--- config.mk ---
export PLATFORM = sky130hd
export DESIGN_NAME = fetch_unit
export DESIGN_NICKNAME = d
export VERILOG_FILES = /design/src/rtl/fetch_unit_pkg.sv /design/src/rtl/fetch_unit_pc_reg.sv /design/src/rtl/fetch_unit.sv
export SDC_FILE = /design/constraint.sdc
export NUM_CORES = 1
export LEC_CHECK = 0
export ABC_AREA = 1
export BUFFER_PORTS_ARGS = -buffer_cell sky130_fd_sc_hd__buf_2
export CAP_MARGIN = 0
export CORE_AREA = 2 2 109 100
export CTS_CLUSTER_DIAMETER = 80
export DETAILED_ROUTE_END_ITERATION = 10
export DIE_AREA = 0 0 111 102
export GPL_ROUTABILITY_DRIVEN = 0
export PLACE_DENSITY = 0.79
export SLEW_MARGIN = 10
export SYNTH_ARGS = -nofsm -noshare
export SYNTH_HDL_FRONTEND = slang
export SYNTH_SLANG_ARGS = --single-unit
--- constraint.sdc ---
create_clock -name clk -period 1.7 [get_ports clk]
set_input_delay 0.17 -clock clk [delete_from_list [all_inputs] [get_ports clk]]
set_output_delay 0.17 -clock clk [all_outputs]
set_load 0.01 [all_outputs]
--- src/rtl/fetch_unit_pkg.sv ---
// Shared definitions for the instruction-fetch unit: FSM encoding, default PC
// constants and the word-alignment check.
package fetch_unit_pkg;

  typedef enum logic {
    F_IDLE = 1'b0,
    F_WAIT = 1'b1
  } fetch_state_e;

  localparam int          PC_INC_DEFAULT   = 4;
  localparam int          RESET_PC_DEFAULT = 0;
  localparam logic [1:0]  ALIGN_MASK       = 2'b11;

  function automatic logic word_misaligned(input logic [1:0] addr_lsb);
    return |(addr_lsb & ALIGN_MASK);
  endfunction

endpackage

--- src/rtl/fetch_unit_pc_reg.sv ---
// Program counter with sequential incrementer and branch-redirect mux.
// The PC only moves when the fetch unit commits a write-back.
module fetch_unit_pc_reg
  import fetch_unit_pkg::*;
#(
  parameter int                ADDR_W   = 32,
  parameter logic [ADDR_W-1:0] RESET_PC = ADDR_W'(RESET_PC_DEFAULT),
  parameter int                PC_INC   = PC_INC_DEFAULT
) (
  input  logic              clk,
  input  logic              reset,
  input  logic              commit,
  input  logic              branch_taken,
  input  logic [ADDR_W-1:0] branch_target,
  output logic [ADDR_W-1:0] pc,
  output logic [ADDR_W-1:0] pc_plus,
  output logic [ADDR_W-1:0] next_pc
);

  logic [ADDR_W-1:0] pc_q;
  logic [ADDR_W-1:0] pc_d;

  // Wraps modulo 2^ADDR_W by truncation.
  assign pc_plus = pc_q + ADDR_W'(PC_INC);
  assign next_pc = branch_taken ? branch_target : pc_plus;
  assign pc      = pc_q;

  always_comb begin
    pc_d = pc_q;
    if (commit) begin
      pc_d = next_pc;
    end
  end

  always_ff @(posedge clk) begin
    if (reset) begin
      pc_q <= RESET_PC;
    end else begin
      pc_q <= pc_d;
    end
  end

endmodule

--- src/rtl/fetch_unit.sv ---
// Instruction-fetch unit: issues one word read per IF/WB stage strobe, holds
// the IR, and stalls the stage controller while a read is outstanding.
module fetch_unit
  import fetch_unit_pkg::*;
#(
  parameter int                ADDR_W   = 32,
  parameter int                DATA_W   = 32,
  parameter logic [ADDR_W-1:0] RESET_PC = ADDR_W'(RESET_PC_DEFAULT),
  parameter int                PC_INC   = PC_INC_DEFAULT
) (
  input  logic              clk,
  input  logic              reset,
  input  logic              stateIF,
  input  logic              stateWB,
  input  logic              branch_taken,
  input  logic [ADDR_W-1:0] branch_target,
  output logic              imem_req,
  output logic [ADDR_W-1:0] imem_addr,
  input  logic [DATA_W-1:0] imem_rdata,
  input  logic              imem_valid,
  output logic [ADDR_W-1:0] pc,
  output logic [ADDR_W-1:0] pc_plus,
  output logic [DATA_W-1:0] ir,
  output logic              instr_valid,
  output logic              fetch_busy,
  output logic              fetch_err
);

  fetch_state_e      state_q, state_d;
  logic [ADDR_W-1:0] req_addr_q, req_addr_d;
  logic [DATA_W-1:0] ir_q, ir_d;
  logic              instr_valid_q, instr_valid_d;
  logic              fetch_err_q, fetch_err_d;

  logic              trigger;
  logic              commit;
  logic [ADDR_W-1:0] next_pc;
  logic [ADDR_W-1:0] fetch_addr;
  logic              misaligned;

  fetch_unit_pc_reg #(
    .ADDR_W   (ADDR_W),
    .RESET_PC (RESET_PC),
    .PC_INC   (PC_INC)
  ) u_pc_reg (
    .clk           (clk),
    .reset         (reset),
    .commit        (commit),
    .branch_taken  (branch_taken),
    .branch_target (branch_target),
    .pc            (pc),
    .pc_plus       (pc_plus),
    .next_pc       (next_pc)
  );

  // WB wins over IF when both strobes arrive together.
  assign trigger    = (state_q == F_IDLE) & (stateIF | stateWB) & ~fetch_err_q;
  assign commit     = trigger & stateWB;
  assign fetch_addr = stateWB ? next_pc : pc;
  assign misaligned = word_misaligned(fetch_addr[1:0]);

  always_comb begin
    state_d       = state_q;
    req_addr_d    = req_addr_q;
    ir_d          = ir_q;
    instr_valid_d = instr_valid_q;
    fetch_err_d   = fetch_err_q;
    case (state_q)
      F_IDLE: begin
        if (trigger) begin
          instr_valid_d = 1'b0;
          req_addr_d    = fetch_addr;
          if (misaligned) begin
            fetch_err_d = 1'b1;
          end else begin
            state_d = F_WAIT;
          end
        end
      end
      F_WAIT: begin
        if (imem_valid) begin
          ir_d          = imem_rdata;
          instr_valid_d = 1'b1;
          state_d       = F_IDLE;
        end
      end
      default: state_d = F_IDLE;
    endcase
  end

  always_ff @(posedge clk) begin
    if (reset) begin
      state_q       <= F_IDLE;
      req_addr_q    <= '0;
      ir_q          <= '0;
      instr_valid_q <= 1'b0;
      fetch_err_q   <= 1'b0;
    end else begin
      state_q       <= state_d;
      req_addr_q    <= req_addr_d;
      ir_q          <= ir_d;
      instr_valid_q <= instr_valid_d;
      fetch_err_q   <= fetch_err_d;
    end
  end

  // Busy drops on the cycle the data returns so the controller advances on the IR-load edge.
  assign fetch_busy  = trigger | ((state_q == F_WAIT) & ~imem_valid);
  assign imem_req    = (state_q == F_WAIT);
  assign imem_addr   = req_addr_q;
  assign ir          = ir_q;
  assign instr_valid = instr_valid_q;
  assign fetch_err   = fetch_err_q;

endmodule

* Yosys cells after proc, flatten, opt, wreduce, memory -nomap -nowiden
Index checks and enable logic that the tools add are counted.
** Operators by class
- $add $sub $neg :: 1
- Multipliers :: 0
- Divide/modulo/power cells :: 0
- Order comparisons :: 0
- Equal/unequal tests :: 2
- Shift-type cells :: 0
- Multiplexer cells :: 9
- Bitwise gates (word level) :: 9
- Reductions and logical operators :: 5
** Operator list (count)
- 2-to-1 mux 32 bit :: 2
- adder 32 x 3 -> 32 bit, second input constant :: 1
- AND reduction 2 bit :: 3
- 2-to-1 mux 1 bit :: 5
- AND 1 bit :: 4
- inequality test 2 bit, second input constant :: 2
- case mux 1 bit (2 select lines) :: 2
- NOT 1 bit :: 3
- AND reduction 3 bit :: 1
- OR 1 bit :: 2
- OR reduction 2 bit :: 1
** Word-level totals
- Register bits after elaboration :: 99
- Latch bits :: 0
- Bits in writable memories :: 0
- Bits in read-only memories :: 0
- Bits of input ports :: 70
- Output and inout bits :: 132
- Logic and storage cells :: 32
- Memories :: 0

* Depth between registers and ports, before layout
- Depth after elaboration :: 7
- Mapped depth :: 10
- Mapped depth without buffers :: 10

* Modules after synthesis
A second synthesis with hierarchy kept.
** Unflattened totals
- Cells, all modules :: 858
- Area total of the unflattened synthesis :: 5457.7 µm²
** By module, submodules not included
- fetch_unit :: instances 1, cells each 408, area an instance 2812.7 µm², seq. area each 1341.3 µm²
- fetch_unit_pc_reg :: instances 1, cells each 450, area an instance 2645.0 µm², seq. area each 640.6 µm²

* Worst setup path before layout
Ideal clock, no wire load.
- Kind :: flip-flop to flip-flop
- Start :: reg u_pc_reg.pc_q[3], in the netlist u_pc_reg.pc[3]
- End :: reg req_addr_q[14], in the netlist imem_addr[14]
- Setup time :: 0.132 ns
- Data arrival time :: 1.504 ns
- Data required time :: 1.568 ns
- Setup slack :: 0.064 ns
- Cell stages (with the launch flop) :: 9
- Path buffers :: 0
- Period minus slack after synthesis :: 1.636 ns
- Cells stage by stage :: dfxtp_1 > ha_1 > nand2_1 > nor2_1 > nand2_1 > o21ai_0 > nand2_1 > o21ai_0 > a21oi_1
** Between the ends
- Longest elaborated chain between the ends :: 3
** Ends and longest elaborated chain
- start: declaration :: line fetch_unit_pc_reg.sv:20 : logic [ADDR_W-1:0] pc_q;
- start signal: assignment :: line fetch_unit_pc_reg.sv:39 : pc_q <= pc_d;
- adder 32 x 3 -> 32 bit :: line fetch_unit_pc_reg.sv:24 : assign pc_plus = pc_q + ADDR_W'(PC_INC);
- via pc_plus[14] :: line fetch_unit.sv:22 : output logic [ADDR_W-1:0] pc_plus,
- 2-to-1 mux 32 bit :: line fetch_unit_pc_reg.sv:25 : assign next_pc = branch_taken ? branch_target : pc_plus;
- 2-to-1 mux 32 bit :: line fetch_unit.sv:59 : assign fetch_addr = stateWB ? next_pc : pc;
- end signal: assignment :: line fetch_unit.sv:100 : req_addr_q <= req_addr_d;
- end: declaration :: line fetch_unit.sv:30 : logic [ADDR_W-1:0] req_addr_q, req_addr_d;
The timed path passes the listed nets, and every way through them passes these cells.
A chain may end at the register's enable or synchronous reset.

* Final worst setup path
- Start :: reg u_pc_reg.pc_q[2], in the netlist u_pc_reg.pc[2]
- End :: out pc_plus[26]
** Between the ends
- Longest elaborated chain between the ends :: 1
** Ends and longest elaborated chain (line)
- adder 32 x 3 -> 32 bit :: fetch_unit_pc_reg.sv:24
- end: declaration :: fetch_unit.sv:22
No other way between the ends.

==> results_tabular.tex <==
\begin{tabular}{lr}
\hline
Metric & Value \\
\hline
\multicolumn{2}{l}{\textbf{Worst setup path}} \\
\quad Critical path class & reg -> out \\
\quad CP startpoint kind & flop \\
\quad Largest fanout of any net on the critical path & 6 \\
\quad R2R depth & 11 \\
\quad Endpoint class of the critical path & output pin \\
\quad Arrival time reported for the critical path endpoint & about 1.7 ns \\
\quad Data required time of the worst path & roughly 1.5 ns \\
\multicolumn{2}{l}{\textbf{Place}} \\
\quad Number of I/O port buffers & 201 \\
\quad Detailed placement HPWL & roughly 11 mm \\
\quad Inst Count DP & 1062 \\
\multicolumn{2}{l}{\textbf{GRT}} \\
\quad Number of antenna violations at the first check in global routing & 0 \\
\quad Largest net degree at the start of global routing & 66 \\
\quad Total gr overflow & 0 \\
\quad Global-route wire length before repair & 24.5 mm \\
\quad Combined global-route utilization of all metal layers & 0.265 \\
\quad Via count of the first global-routing pass & roughly 5100 \\
\multicolumn{2}{l}{\textbf{Detailed routing}} \\
\quad Drc violations & 0 \\
\quad Vias per Instance & $\sim$5.2 \\
\quad Final routed wirelength across all metal layers & around 16 mm \\
\quad Initial DRT Pass Iterations & 5 \\
\quad Antenna-violating nets left & 0 \\
\quad Routed length per instance & about 15 µm \\
\quad Vias after detailed routing & roughly 5700 \\
\quad Drt first-iter violations & $\sim$440 \\
\multicolumn{2}{l}{\textbf{Power and ir drop}} \\
\quad Pleak & 3.34 nW \\
\quad Worst ir drop on vdd & 0.000873 V \\
\quad PwrDens & between 800 and 900 nW/µm² \\
\multicolumn{2}{l}{\textbf{Die}} \\
\quad Die W & 111 µm \\
\quad Top-Level Pins & just over 200 \\
\quad Floorplan die area & approximately 11000 µm² \\
\quad Std cell rows & 35 \\
\quad Chip Height & 102 µm \\
\quad Initial standard-cell utilization of the core & 0.471 \\
\quad Area of the core & slightly above 10000 µm² \\
\multicolumn{2}{l}{\textbf{Clocking}} \\
\quad Root buffer cell & sky130\_fd\_sc\_hd\_\_clkbuf\_16 \\
\quad CTS buffer count & 9 \\
\quad Hold Buf Count CTS & 0 \\
\quad Total number of H-tree levels & 3 \\
\quad Clock latency on the worst-skew pair & 0.34 ns \\
\quad CTS tree & built \\
\quad Num Clock Sinks & between 90 and 100 \\
\quad Worst-case clock buffer depth & 2 \\
\quad CTS clock-pin slew for the worst setup and hold paths & roughly 0.080 ns \\
\multicolumn{2}{l}{\textbf{Finish}} \\
\quad Most common library cell in the layout ignoring fill and taps & sky130\_fd\_sc\_hd\_\_buf\_2 \\
\quad Number of non-filler instances in the completed layout & 1101 \\
\quad Post-layout net count & slightly above 1000 \\
\quad Area overhead of the layout relative to synthesis & 48.4\% \\
\quad Ratio of cells with drive above 1 in the final layout & 0.398 \\
\quad N\_diodes & 0 \\
\quad Commonest cells after routing, fill and taps aside & sky130\_fd\_sc\_hd\_\_buf\_2, sky130\_fd\_sc\_hd\_\_nor2\_1, sky130\_fd\_sc\_hd\_\_nand2\_1 \\
\multicolumn{2}{l}{\textbf{Timing}} \\
\quad Ratio of final minimum period to clock period & 1.09 \\
\quad Highest clock rate & approximately 540 MHz \\
\quad Min cycle time layout & around 1.9 ns \\
\quad Endpoints failing setup & 25 \\
\quad Final worst slack & -0.161 ns \\
\quad Max-slew violations & 0 \\
\quad Hold\_ws & $\sim$0.068 ns \\
\quad Final count of hold timing violations & 0 \\
\quad Unrepaired setup endpoints after global routing & yes \\
\quad Worst Max-Slew Pin Slew & between 0.4 and 0.5 ns \\
\quad Worst max-slew margin expressed relative to the limit & 0.709 \\
\quad Worst clock skew & 0.00959 ns \\
\multicolumn{2}{l}{\textbf{Synthesis}} \\
\quad FF+latch count, synth & 99 \\
\quad Adder-Cell Fraction of Synth Area & 0.00262 \\
\quad Post-Synth XOR/XNOR Area & 0.0147 \\
\quad Average cell area after synthesis & roughly 6.5 µm² \\
\quad Multiplexer fraction of the synthesized cell area & 0 \\
\quad Distinct cells, synth & 26 \\
\quad Compound-gate portion of the synthesized area & 0.194 \\
\quad Synth Instances & $\sim$740 \\
\quad Synth Warn \# & 0 \\
\quad Synth area leader & sky130\_fd\_sc\_hd\_\_dfxtp\_1 \\
\quad Combinational family with the most area after synthesis & simple AND/OR/NAND/NOR gates \\
\quad Cells taking the most area after synthesis & sky130\_fd\_sc\_hd\_\_dfxtp\_1, sky130\_fd\_sc\_hd\_\_nand2\_1, sky130\_fd\_sc\_hd\_\_nor2\_1 \\
\quad Total standard cell area after synthesis & $\sim$4800 µm² \\
\quad Post-Synthesis Net Count & slightly above 800 \\
\quad Proportion of synthesized chip area in sequential cells & 0.416 \\
\quad Simple-gate portion of the synthesized area & 0.299 \\
\quad Top cell type's share of synthesized area & 0.416 \\
\multicolumn{2}{l}{\textbf{Min path}} \\
\quad Path category of the worst min-delay check & in -> reg \\
\quad Number of cells on the worst hold path & 3 \\
\multicolumn{2}{l}{\textbf{Run status}} \\
\quad Result of the run & complete, but fails checks \\
\quad Violations in the final reports & setup timing \\
\multicolumn{2}{l}{\textbf{Flow run}} \\
\quad Number of max-cap violations & 0 \\
\hline
\end{tabular}
-- synthesized netlist by cell type (all sizes together) --
cell / count
nand2: 163
a31oi: 1
o211ai: 2
nand3b: 1
ha: 1
clkbuf: 28
nand3: 31
or2: 1
a21oi: 61
dfxtp: 99
o31ai: 2
nor3: 1
buf: 12
and2: 2
xor2: 8
inv: 47
o21ai: 114
nor2: 162
a211oi: 2
clkinv: 1
-- logic make-up (layout without fill, tap and decap cells) --
logic type,after synthesis,after routing
and+or+nand+nor,361,361
AOI/OAI and AO/OA,182,182
DFF,99,99
buffers and inverters,88,321
xor gates and xnor gates,8,8
adders and majority gates,1,1
-- path summary, 6_finish.rpt --
| check | startpoint | to | slack, ns |
|---|---|---|---|
| worst max-delay path | u_pc_reg.pc[2] | pc_plus[26] | -0.16 |
| worst min-delay path | imem_rdata[15] | ir[15] | 0.07 |
| worst max register to register | u_pc_reg.pc[2] | imem_addr[30] | 0.05 |
| worst min register to register | ir[27] | ir[27] | 0.48 |
-- registers in the layout (all words and copies together) (netlist names) --
signal and count:
imem_addr 32, ir 32, u_pc_reg.pc 32, fetch_err 1, imem_req 1, instr_valid 1
-- where the power goes --
group | switching (mW) | internal (mW) | total [mW]
clock | 1.01 | 1.05 | 2.05
sequential | 0.168 | 2.54 | 2.70
combinational | 0.879 | 0.640 | 1.52
-- cell type report --
class	instances	area, µm²
well taps	129	161
flip-flops and latches	99	2060
repair buffers	257	1540
clock inverters	7	73.8
inverters	48	185
clock buffers	9	225
fillers	866	3040
multi-input cells	552	2830
-- stage by stage --
step	setup slack, ns	util	TNS [ns]	power [mW]	cell area, µm²
floorplan	0.0640	-	0	3.52	4770
global placement	0.0486	0.597	0	4.11	6040
detailed placement	-0.0283	0.597	-0.0770	4.12	6040
CTS	-0.127	0.652	-1.92	6.19	6600
global route	-0.255	0.700	-4.25	6.60	7080
finish	-0.161	0.700	-2.34	6.28	7080
-- metal layers --
layer / track usage / part of all wire / vias to the layer above
met3: 0.0528 / 0.076 / 45
li1: - / - / 2836
met2: 0.449 / 0.48 / 277
met5: 0 / 0 / -
met4: 0.107 / 0.032 / 0
met1: 0.336 / 0.41 / 2537
-- worst max-delay path, cell delays in order (launching register included) --
cell                      delay [ns]
sky130_fd_sc_hd__dfxtp_4        0.38
sky130_fd_sc_hd__ha_4           0.16
sky130_fd_sc_hd__nand2_4        0.05
sky130_fd_sc_hd__nor2_4         0.12
sky130_fd_sc_hd__nand2_4        0.12
sky130_fd_sc_hd__nor2_4         0.18
sky130_fd_sc_hd__nand2_1        0.09
sky130_fd_sc_hd__nand2_2        0.07
sky130_fd_sc_hd__nand2_1        0.04
sky130_fd_sc_hd__buf_2          0.13
-- repair_timing --
item / CTS / global route
pin swaps: 17 / 39
resized for setup: 65 / 113
buffers inserted: 8 / 17
cloned: 0 / 0
setup endpoints to repair: 30 / 31
Power figures use the tool's default switching activity.
